--- src/rtl/mdr_unit_if.sv ---
// Handshake and data bundle between the datapath/memory side and the MDR unit.
// master drives requests and memory returns; slave is the MDR unit itself.
interface mdr_unit_if #(
  parameter int DATA_W = 16
);
  logic              rd_req;
  logic              c_load;
  logic [DATA_W-1:0] c_bus;
  logic [DATA_W-1:0] mem_data;
  logic              mem_ack;
  logic              mem_rd;
  logic [DATA_W-1:0] mdr_out;
  logic              busy;
  logic              done;
  logic              err;

  modport master (
    output rd_req, c_load, c_bus, mem_data, mem_ack,
    input  mem_rd, mdr_out, busy, done, err
  );

  modport slave (
    input  rd_req, c_load, c_bus, mem_data, mem_ack,
    output mem_rd, mdr_out, busy, done, err
  );
endinterface

--- src/rtl/mdr_unit.sv ---
// Memory data register: loads from the C bus in 1 edge or from memory (>=2 edges), done pulses after each update.
// Reads hold mem_rd/busy until mem_ack; define MDR_TIMEOUT_EN to abort a read after MAX_WAIT cycles with an err pulse.
module mdr_unit #(
  parameter int DATA_W   = 16,
  parameter int MAX_WAIT = 15
) (
  input  logic       clk,
  input  logic       rst_n,
  mdr_unit_if.slave  bus
);

  typedef enum logic {
    IDLE = 1'b0,
    READ = 1'b1
  } state_t;

  if (MAX_WAIT < 1 || MAX_WAIT > 255) begin : g_bad_max_wait
    $error("mdr_unit: MAX_WAIT must lie in 1..255");
  end

  state_t            state_q, state_d;
  logic [DATA_W-1:0] mdr_q, mdr_d;
  logic              done_q, done_d;

`ifdef MDR_TIMEOUT_EN
  localparam logic [7:0] WAIT_LAST = 8'(MAX_WAIT - 1);
  logic [7:0] wait_q, wait_d;
  logic       err_q, err_d;
`endif

  always_comb begin
    state_d = state_q;
    mdr_d   = mdr_q;
    done_d  = 1'b0;
`ifdef MDR_TIMEOUT_EN
    wait_d  = wait_q;
    err_d   = 1'b0;
`endif
    case (state_q)
      IDLE: begin
        // A read request takes priority; a simultaneous c_load is dropped.
        if (bus.rd_req) begin
          state_d = READ;
`ifdef MDR_TIMEOUT_EN
          wait_d  = 8'd0;
`endif
        end else if (bus.c_load) begin
          mdr_d  = bus.c_bus;
          done_d = 1'b1;
        end
      end
      READ: begin
        if (bus.mem_ack) begin
          mdr_d   = bus.mem_data;
          done_d  = 1'b1;
          state_d = IDLE;
        end
`ifdef MDR_TIMEOUT_EN
        else if (wait_q == WAIT_LAST) begin
          err_d   = 1'b1;
          state_d = IDLE;
        end else begin
          wait_d = wait_q + 8'd1;
        end
`endif
      end
      default: state_d = IDLE;
    endcase
  end

  always_ff @(posedge clk or negedge rst_n) begin
    if (!rst_n) begin
      state_q <= IDLE;
      mdr_q   <= '0;
      done_q  <= 1'b0;
    end else begin
      state_q <= state_d;
      mdr_q   <= mdr_d;
      done_q  <= done_d;
    end
  end

`ifdef MDR_TIMEOUT_EN
  always_ff @(posedge clk or negedge rst_n) begin
    if (!rst_n) begin
      wait_q <= 8'd0;
      err_q  <= 1'b0;
    end else begin
      wait_q <= wait_d;
      err_q  <= err_d;
    end
  end

  assign bus.err = err_q;
`else
  assign bus.err = 1'b0;
`endif

  // mem_rd and busy are decoded straight from the state flop, so they are glitch-free.
  assign bus.mem_rd  = (state_q == READ);
  assign bus.busy    = (state_q == READ);
  assign bus.mdr_out = mdr_q;
  assign bus.done    = done_q;

endmodule

--- src/flat_wrapper.sv ---
// flat-port wrapper written by rule: the top's interface ports become plain ports
module mdr_unit_flat 
#(
  parameter int DATA_W   = 16,
  parameter int MAX_WAIT = 15
)
  (clk, rst_n, bus_rd_req, bus_c_load, bus_c_bus, bus_mem_data, bus_mem_ack, bus_mem_rd, bus_mdr_out, bus_busy, bus_done, bus_err);
  mdr_unit_if #(.DATA_W(DATA_W)) bus_i ();
  input  logic clk;
  input  logic rst_n;
  input wire logic [$bits(bus_i.rd_req)-1:0] bus_rd_req;
  input wire logic [$bits(bus_i.c_load)-1:0] bus_c_load;
  input wire logic [$bits(bus_i.c_bus)-1:0] bus_c_bus;
  input wire logic [$bits(bus_i.mem_data)-1:0] bus_mem_data;
  input wire logic [$bits(bus_i.mem_ack)-1:0] bus_mem_ack;
  output wire logic [$bits(bus_i.mem_rd)-1:0] bus_mem_rd;
  output wire logic [$bits(bus_i.mdr_out)-1:0] bus_mdr_out;
  output wire logic [$bits(bus_i.busy)-1:0] bus_busy;
  output wire logic [$bits(bus_i.done)-1:0] bus_done;
  output wire logic [$bits(bus_i.err)-1:0] bus_err;
  assign bus_i.rd_req = bus_rd_req;
  assign bus_i.c_load = bus_c_load;
  assign bus_i.c_bus = bus_c_bus;
  assign bus_i.mem_data = bus_mem_data;
  assign bus_i.mem_ack = bus_mem_ack;
  assign bus_mem_rd = bus_i.mem_rd;
  assign bus_mdr_out = bus_i.mdr_out;
  assign bus_busy = bus_i.busy;
  assign bus_done = bus_i.done;
  assign bus_err = bus_i.err;
  mdr_unit #(.DATA_W(DATA_W), .MAX_WAIT(MAX_WAIT)) u_core (.clk(clk), .rst_n(rst_n), .bus(bus_i));
endmodule
--- config.mk ---
export PLATFORM = sky130hd
export DESIGN_NAME = mdr_unit_flat
export DESIGN_NICKNAME = d
export VERILOG_FILES = /design/src/rtl/mdr_unit_if.sv /design/src/rtl/mdr_unit.sv /design/src/flat_wrapper.sv
export SDC_FILE = /design/constraint.sdc
export NUM_CORES = 1
export LEC_CHECK = 0
export ABC_AREA = 1
export CAP_MARGIN = 40
export CORE_MARGIN = 4
export CORE_UTILIZATION = 37
export CTS_CLUSTER_SIZE = 8
export DETAILED_ROUTE_END_ITERATION = 12
export GPL_ROUTABILITY_DRIVEN = 0
export GPL_TIMING_DRIVEN = 0
export PLACE_DENSITY = 0.8
export REMOVE_ABC_BUFFERS = 1
export SETUP_SLACK_MARGIN = 0.3
export SYNTH_ARGS = -nofsm -noshare
export SYNTH_HDL_FRONTEND = slang
export SYNTH_SLANG_ARGS = --single-unit
--- constraint.sdc ---
create_clock -name clk -period 1.3 [get_ports clk]
set_clock_uncertainty 0.05 [all_clocks]
set_input_delay 0.325 -clock clk [delete_from_list [all_inputs] [get_ports clk]]
set_output_delay 0.325 -clock clk [all_outputs]
set_load 0.005 [all_outputs]
# Word level (Yosys, flattened, before mapping)

Index checks and enable logic that the tools add are counted.

Equality and inequality tests: 3
Muxes and demuxes: 11
Bitwise gates (word level): 1
Reduce and logical (&&, ||, !) cells: 1

Operators with widths:

| kind               | count |
|---|---|
| $mux 16            | 3 |
| $pmux 16 s2        | 1 |
| $ne 2x2->1 const B | 3 |
| $mux 1             | 5 |
| $pmux 1 s2         | 2 |
| $reduce_and 3->1   | 1 |
| $not 1->1          | 1 |

Bits in registers: 18
Output and inout port bits: 20

# Logic depth before layout (Yosys ltp)

Gate-level depths: netlist (run 1).

Depth after elaboration: 3
Gate-level depth with buffers: 7
Gate-level depth less buffers: 5

# Least setup slack after synthesis (run 1)

No wires, ideal clock.

Kind: register -> register
From: register u_core.state_q (netlist: u_core.bus.busy)
To: register u_core.mdr_q[3] (netlist: u_core.bus.mdr_out[3])
Arrival time: 991 ps
Path slack: 142 ps
Stages on the path, launching flop included: 7
Buffers on the path: 2
Clock period less this slack: 1158 ps
Path through: dfrtp_1 -> buf_6 -> inv_6 -> nand3_4 -> buf_4 -> nand3_1 -> nand2_1

Word-level cells in the longest chain between the ends: 3
Elaborated cells between the ends (all ways): 6
Those cells by class: eq/ne (3); mux (1); bitwise (1); reduce/logical (1)

Ends and longest elaborated chain:

| what                       | line           | text |
|---|---|---|
| start: declaration         | mdr_unit.sv:21 | `state_t state_q, state_d;` |
| start signal: assignment   | mdr_unit.sv:77 | `state_q <= state_d;` |
| $not 1->1                  | n/a            |  |
| $ne 2x2->1 (no line)       | n/a            |  |
| $reduce_and 3->1 (no line) | n/a            |  |
| end signal: assignment     | mdr_unit.sv:78 | `mdr_q <= mdr_d;` |
| end: declaration           | mdr_unit.sv:22 | `logic [DATA_W-1:0] mdr_q, mdr_d;` |

Several ways; a longest one is shown, not always the timed one.
A chain may end at the register's enable or synchronous reset.

# Worst setup path in the final report (run 1)

From: register u_core.state_q (netlist: u_core.bus.busy)
To: register u_core.mdr_q[2] (netlist: u_core.bus.mdr_out[2])

Same word-level chain as after synthesis.

==> metrics, run 1 <==
Die X=58.7 microns; synthesized area per cell=7.38 sq um; crit-path max cell delay=0.53 ns; P&R area growth vs syn=84.1%; final cycle utilization of the critical path=105%; class of the worst hold path=input port to async pin; share of the synthesized area in the top cell type=47.3%; critical path's slowest cell=dfrtp_4; Max-Cap Viols=0; crit path time final=1.36 ns; TritonCTS buffer count=3; CP Launch Type=register; Total GRT Usage=18.9%; CP cell instances=buf_12 > clkinv_8 > nand3_4 > buf_6 > nand3_2 > nand2_1; sequential-to-total area share from yosys stat=47.3%; EDFF count, synth=0; Synth area leaders=dfrtp_1, nand2_1, nand3_1; final hold viol count=0; DR vias/cell=4.80; most frequent cell after synthesis=nand2_1; Leak=0.939 nW; RSZ-0062 raised after global routing=true; critical path class=register to register; worst skew pair latency=0.29 ns; PwrDens=1180 mW/mm^2; outcome=complete, but fails checks; DP HPWL=1930 microns; total gr overflow=0; root buffer cell=clkbuf_4; largest net degree at the start of global routing=19; Synth area leader=dfrtp_1; n_diodes=0; failing checks=setup timing; height of the chip=58.7 microns; Async S/R FF share, synth=100%; Post-route DRC=0; Initial Utilization=38.8%; TritonCTS clock tree=done; vias in the first global route=1090; number of iterations in the first detailed-routing pass=4; FMAX=0.733 GHz; final setup violating endpoints=18; YS warnings=0; Max Transition Viols Final=0; slew margin rel.=48.7%; PnR worst setup slack=-0.0644 ns; Final ANT Viol Nets=0; worst slack, placed=-0.532 ns; Yosys reg bits=18; # IOs=57; initial antenna violation count=0; arrival time worst endpoint=1.49 ns; Worst-Margin Slew=0.769 ns; Max VDD drop=853 uV; CTS Buffer Depth=2; Detailed Route WL=3260 microns; fin nets=245; CP Max Fanout=6; Synth cell types=13; Synth Instances=129; CTS sink count=18; Critical Path RT=1.43 ns; CTS H-tree lvls=1; layout cell share with drive strength beyond 1=33.0%; I/O Buffers=55; Core Util, Final=71.4%; core footprint=0.00245 sq mm; Post-Syn Area=952 sq um; wire length per cell=13.8 microns; Worst-path clk slew=0.10 ns; starting DRC count in detailed routing=7; Main synth FF type=dfrtp_1; row count=18; CP bufs+invs=3; first-pass GRT wire length=4910 microns; type of element capturing the critical path=register; critical path's top delay family=flip-flops; die area=0.00345 sq mm; Synth top cells by count=nand2_1, dfrtp_1, nand3_1; total number of vias=1132
-- cell usage in the layout, fill, tap and decap left out, drive strengths merged --
master,instances
clkdlybuf4s15,1
buf,46
dfrtp,18
clkinv,1
conb,1
clkdlybuf4s50,35
inv,1
clkbuf,3
nand3,17
nand2,82
o21a,1
-- report_power, final --
part | switching, mW | internal, mW
clock network | 0.164 | 0.108
registers | 0.0796 | 0.704
logic | 0.445 | 0.560
-- final timing paths --
path                                            start               endpoint  slack (ns)  cells past startpoint
worst max-delay path                  u_core.bus.busy  u_core.bus.mdr_out[2]       -0.06                      6
worst min-delay path                            rst_n  u_core.bus.mdr_out[4]        0.13                      1
worst max register to register        u_core.bus.busy  u_core.bus.mdr_out[2]       -0.06                      6
worst min register to register  u_core.bus.mdr_out[7]  u_core.bus.mdr_out[7]        0.46                      2
max in group asynchronous                       rst_n        u_core.bus.busy        0.52                      1
min in group clk                u_core.bus.mdr_out[7]  u_core.bus.mdr_out[7]        0.46                      2
-- repair_timing --
item | in CTS | in global routing
gates resized for setup | 106 | 3
buffers inserted | 21 | 6
hold endpoints to repair | 0 | 0
pin swaps | 17 | 0
endpoints found under the setup margin | 55 | 38
hold buffers | 0 | 0
-- per-layer routing --
metal | up-vias | part of all wire, % | track usage, %
met5 | - | 0 | 0
met4 | 0 | 1.1 | 5.83
met3 | 8 | 8.7 | 5.70
met2 | 47 | 49 | 33.1
met1 | 525 | 41 | 21.9
li1 | 552 | - | -
-- sequential cells by signal (all words and copies together), names as in the netlist --
name                count
u_core.bus.busy         1
u_core.bus.done         1
u_core.bus.mdr_out     16
-- per-stage QoR --
step           total power [mW]  std cells  instance area, sq um  hold WS, ns  setup TNS (ns)
4_1_cts                    1.95        230                  1700        0.196          -0.141
3_5_place_dp               1.57        206                  1480        0.444          -12.37
3_3_place_gp               1.54        206                  1480        0.438          -11.75
2_1_floorplan              1.07        121                   890      -0.0206           -2.92
6_report                   2.06        236                  1750        0.126          -0.672
5_1_grt                    2.21        236                  1750        0.188           -1.51
-- worst reg2reg max path: stages, from the launching register on --
cell,delay (ns)
dfrtp_4,0.53
buf_12,0.16
clkinv_8,0.05
nand3_4,0.16
buf_6,0.18
nand3_2,0.06
nand2_1,0.06
-- logic make-up (layout without fill, tap and decap cells) --
logic type	count (synthesis)	in the layout	synth area share, %
compound gates	1	1	0.789
buf+inv	10	87	7.88
flops	18	18	47.3
simple gates	99	99	43.6
other cells	1	1	0.394
-- layout make-up --
cell class	instances	area, sq um
well taps	30	37.5
inverters	2	20.0
fillers	182	702
multi-input cells	101	517
repair buffers	82	702
clock buffers	3	22.5
flip-flops and latches	18	454
(Power assumes the default switching activity.)
==> run 2, diff against run 1 <==
--- a/config.mk
+++ b/config.mk
@@ -5,15 +5,14 @@
 export SDC_FILE = /design/constraint.sdc
 export NUM_CORES = 1
 export LEC_CHECK = 0
-export ABC_AREA = 1
 export CAP_MARGIN = 40
 export CORE_MARGIN = 4
-export CORE_UTILIZATION = 37
+export CORE_UTILIZATION = 38
 export CTS_CLUSTER_SIZE = 8
 export DETAILED_ROUTE_END_ITERATION = 12
 export GPL_ROUTABILITY_DRIVEN = 0
 export GPL_TIMING_DRIVEN = 0
-export PLACE_DENSITY = 0.8
+export PLACE_DENSITY = 0.78
 export REMOVE_ABC_BUFFERS = 1
 export SETUP_SLACK_MARGIN = 0.3
 export SYNTH_ARGS = -nofsm -noshare
==> run 2 against run 1 <==
The run still ends with setup timing left. Clock-buffer cell count up 1. Utilization up 3.2 points. Worst setup slack worse by 0.051 ns. First-iteration DRC count rose to 3.9 times the previous value. Cell count down 14%. Area after synthesis up 11%.
==> metrics, run 2 <==
Max VDD drop=768 uV; total number of vias=1161; root buffer cell=clkbuf_4; R2R Path Start=u_core.bus.busy; final hold viol count=0; row count=18; Multi-input gate area=639 sq um; hold_ws=0.170 ns; TritonCTS clock tree=done; type of element capturing the critical path=register; Max Transition Viols Final=0; die area=0.00369 sq mm; RR Endpoint=u_core.bus.mdr_out[12]; height of the chip=60.7 microns; Main synth FF type=dfrtp_1; sequential-to-total area share from yosys stat=42.7%; largest net degree at the start of global routing=21; Synth area leader=dfrtp_1; core footprint=0.00257 sq mm; starting DRC count in detailed routing=27; Final ANT Viol Nets=0; Post-DP Area=0.00158 sq mm; most frequent cells in the layout=clkdlybuf4s50_1, buf_2, buf_4, dfrtp_1; final setup violating endpoints=19; share of the synthesized area in the top cell type=42.7%; CP Launch Type=register; worst slack, placed=-1.15 ns; Max-Cap Viols=0; Yosys reg bits=18; class of the worst hold path=input port to async pin; Leak=0.810 nW; Die X=60.7 microns; Crit path top cell by count=buf_4; Post-Syn Area=0.00106 sq mm; initial antenna violation count=0; P&R area growth vs syn=81.3%; Final Instance Count excl. Fillers=202; arrival time worst endpoint=1.55 ns; PwrDens=1090 mW/mm^2; Inst Count DP=175; crit-path max cell delay=0.45 ns; Largest register FFs=16; CTS Buffer Depth=2; vias in the first global route=1210; FILL cells=169; Detailed Route WL=3880 microns; layout cell share with drive strength beyond 1=48.3%; Post-Layout Inst Area=0.00191 sq mm; GRT Max-Usage Layer=met2; CP Max Fanout=13; crit path time final=1.42 ns; Worst-path clk slew=0.11 ns; r2r setup slk=-0.12 ns; worst skew pair latency=0.30 ns; n_diodes=0; Synth area leaders=dfrtp_1, a221oi_2, nor4b_1; YS warnings=0; Synth cell types=15; register area=452 sq um; Global Route met2 Usage=35.6%; GR Layer Usage met3=6.38%; R2R depth=4; CTS H-tree lvls=1; Post-route DRC=0; total power=2.10 mW; # IOs=57; outcome=complete, but fails checks; slew margin rel.=44.0%; most common cell after layout, fill and taps aside=clkdlybuf4s50_1; EDFF count, synth=0; CP cell instances=buf_4 > buf_4 > nor4b_1 > a221oi_2; I/O Buffers=55; fin nets=210; Synth Instances=103; critical path's slowest cell=dfrtp_2; number of iterations in the first detailed-routing pass=4; Total GRT Usage=21.9%; DR vias/cell=5.75; total gr overflow=0; first-pass GRT wire length=5930 microns; critical path class=register to register; TritonCTS buffer count=3; DP HPWL=2040 microns; wire length per cell=19.2 microns; met1 Use GR=26.9%; Critical Path RT=1.44 ns; RSZ-0062 raised after global routing=true; synthesized area per cell=10.3 sq um; PnR worst setup slack=-0.115 ns; Async S/R FF share, synth=100%; failing checks=setup timing; most frequent cell after synthesis=dfrtp_1; Synth top cells by count=dfrtp_1, a21oi_1, inv_1, nor4b_1, a221oi_2; Initial Utilization=41.1%; Worst-Margin Slew=0.840 ns; final cycle utilization of the critical path=109%; CTS sink count=18; FMAX=0.707 GHz
[run 2: cell count changes in the layout (fill, tap and decap cells not counted), moves of 5 or more]
cell and delta:
nand2_1 -79, a21oi_1 +16, a221oi_2 +16, inv_1 +15, nand3_2 -13, buf_6 -7, nor4b_2 +7, nor4b_1 +5
[run 2: through the flow]
step | TNS (ns) | utilization [%]
2_1_floorplan | -10.36 | -
3_3_place_gp | -24.50 | 60.5
3_5_place_dp | -23.30 | 61.7
4_1_cts | -1.38 | 72.6
5_1_grt | -2.35 | 74.6
6_report | -1.61 | 74.6
[run 2: cell type report]
| class | instances | share of cell area (%) |
|---|---|---|
| timing repair buffer | 78 | 36.0 |
| sequential | 18 | 23.6 |
| inverter | 16 | 3.14 |
| clock buffer | 4 | 1.90 |
| tap | 30 | 1.96 |
| multi-input combinational | 56 | 33.4 |
[run 2: kinds of logic after synthesis]
| logic type | count (synthesis) | synth area share (%) |
|---|---|---|
| flops | 18 | 42.7 |
| buf+inv | 31 | 14.2 |
| compound gates | 32 | 26.8 |
| simple gates | 21 | 16.0 |
| other cells | 1 | 0.355 |
[run 2: worst max-delay path by stage]
stage | slack, ns | to | from
after CTS | -0.1 | u_core.bus.mdr_out[6] | u_core.bus.busy
after global routing | -0.17 | u_core.bus.mdr_out[6] | u_core.bus.busy
after detailed placement | -1.15 | u_core.bus.mdr_out[0] | bus_rd_req
final | -0.12 | u_core.bus.mdr_out[12] | u_core.bus.busy
after global placement | -1.19 | u_core.bus.mdr_out[1] | bus_mem_ack
after floorplan | -0.61 | u_core.bus.mdr_out[0] | u_core.bus.busy
[run 2: metal layers]
layer | vias up | wire [microns]
met5 | - | 0
met2 | 56 | 1850
li1 | 517 | -
met4 | 0 | 138
met1 | 577 | 1540
met3 | 11 | 348
[run 2: repair_timing]
action	CTS	global route
endpoints found under the setup margin	55	37
hold endpoints to repair	0	0
hold buffers	0	0
resized for setup	123	1
setup buffers	13	6
gates cloned	4	0
pin swaps	4	0
[run 2: where the power goes]
group / switching [mW] / total [mW] / leakage, nW / internal (mW)
clock: 0.199 / 0.370 / 0.0210 / 0.171
combinational: 0.417 / 0.979 / 0.589 / 0.562
sequential: 0.0655 / 0.747 / 0.200 / 0.681
total: 0.681 / 2.10 / 0.810 / 1.41
[run 2: critical path: cells and delay by family (launching register included)]
| family | cells | cell delay, ns |
|---|---|---|
| AOI/OAI and AO/OA | 1 | 0.05 |
| buffers and inverters | 2 | 0.34 |
| DFF | 1 | 0.45 |
| and+or+nand+nor | 1 | 0.39 |
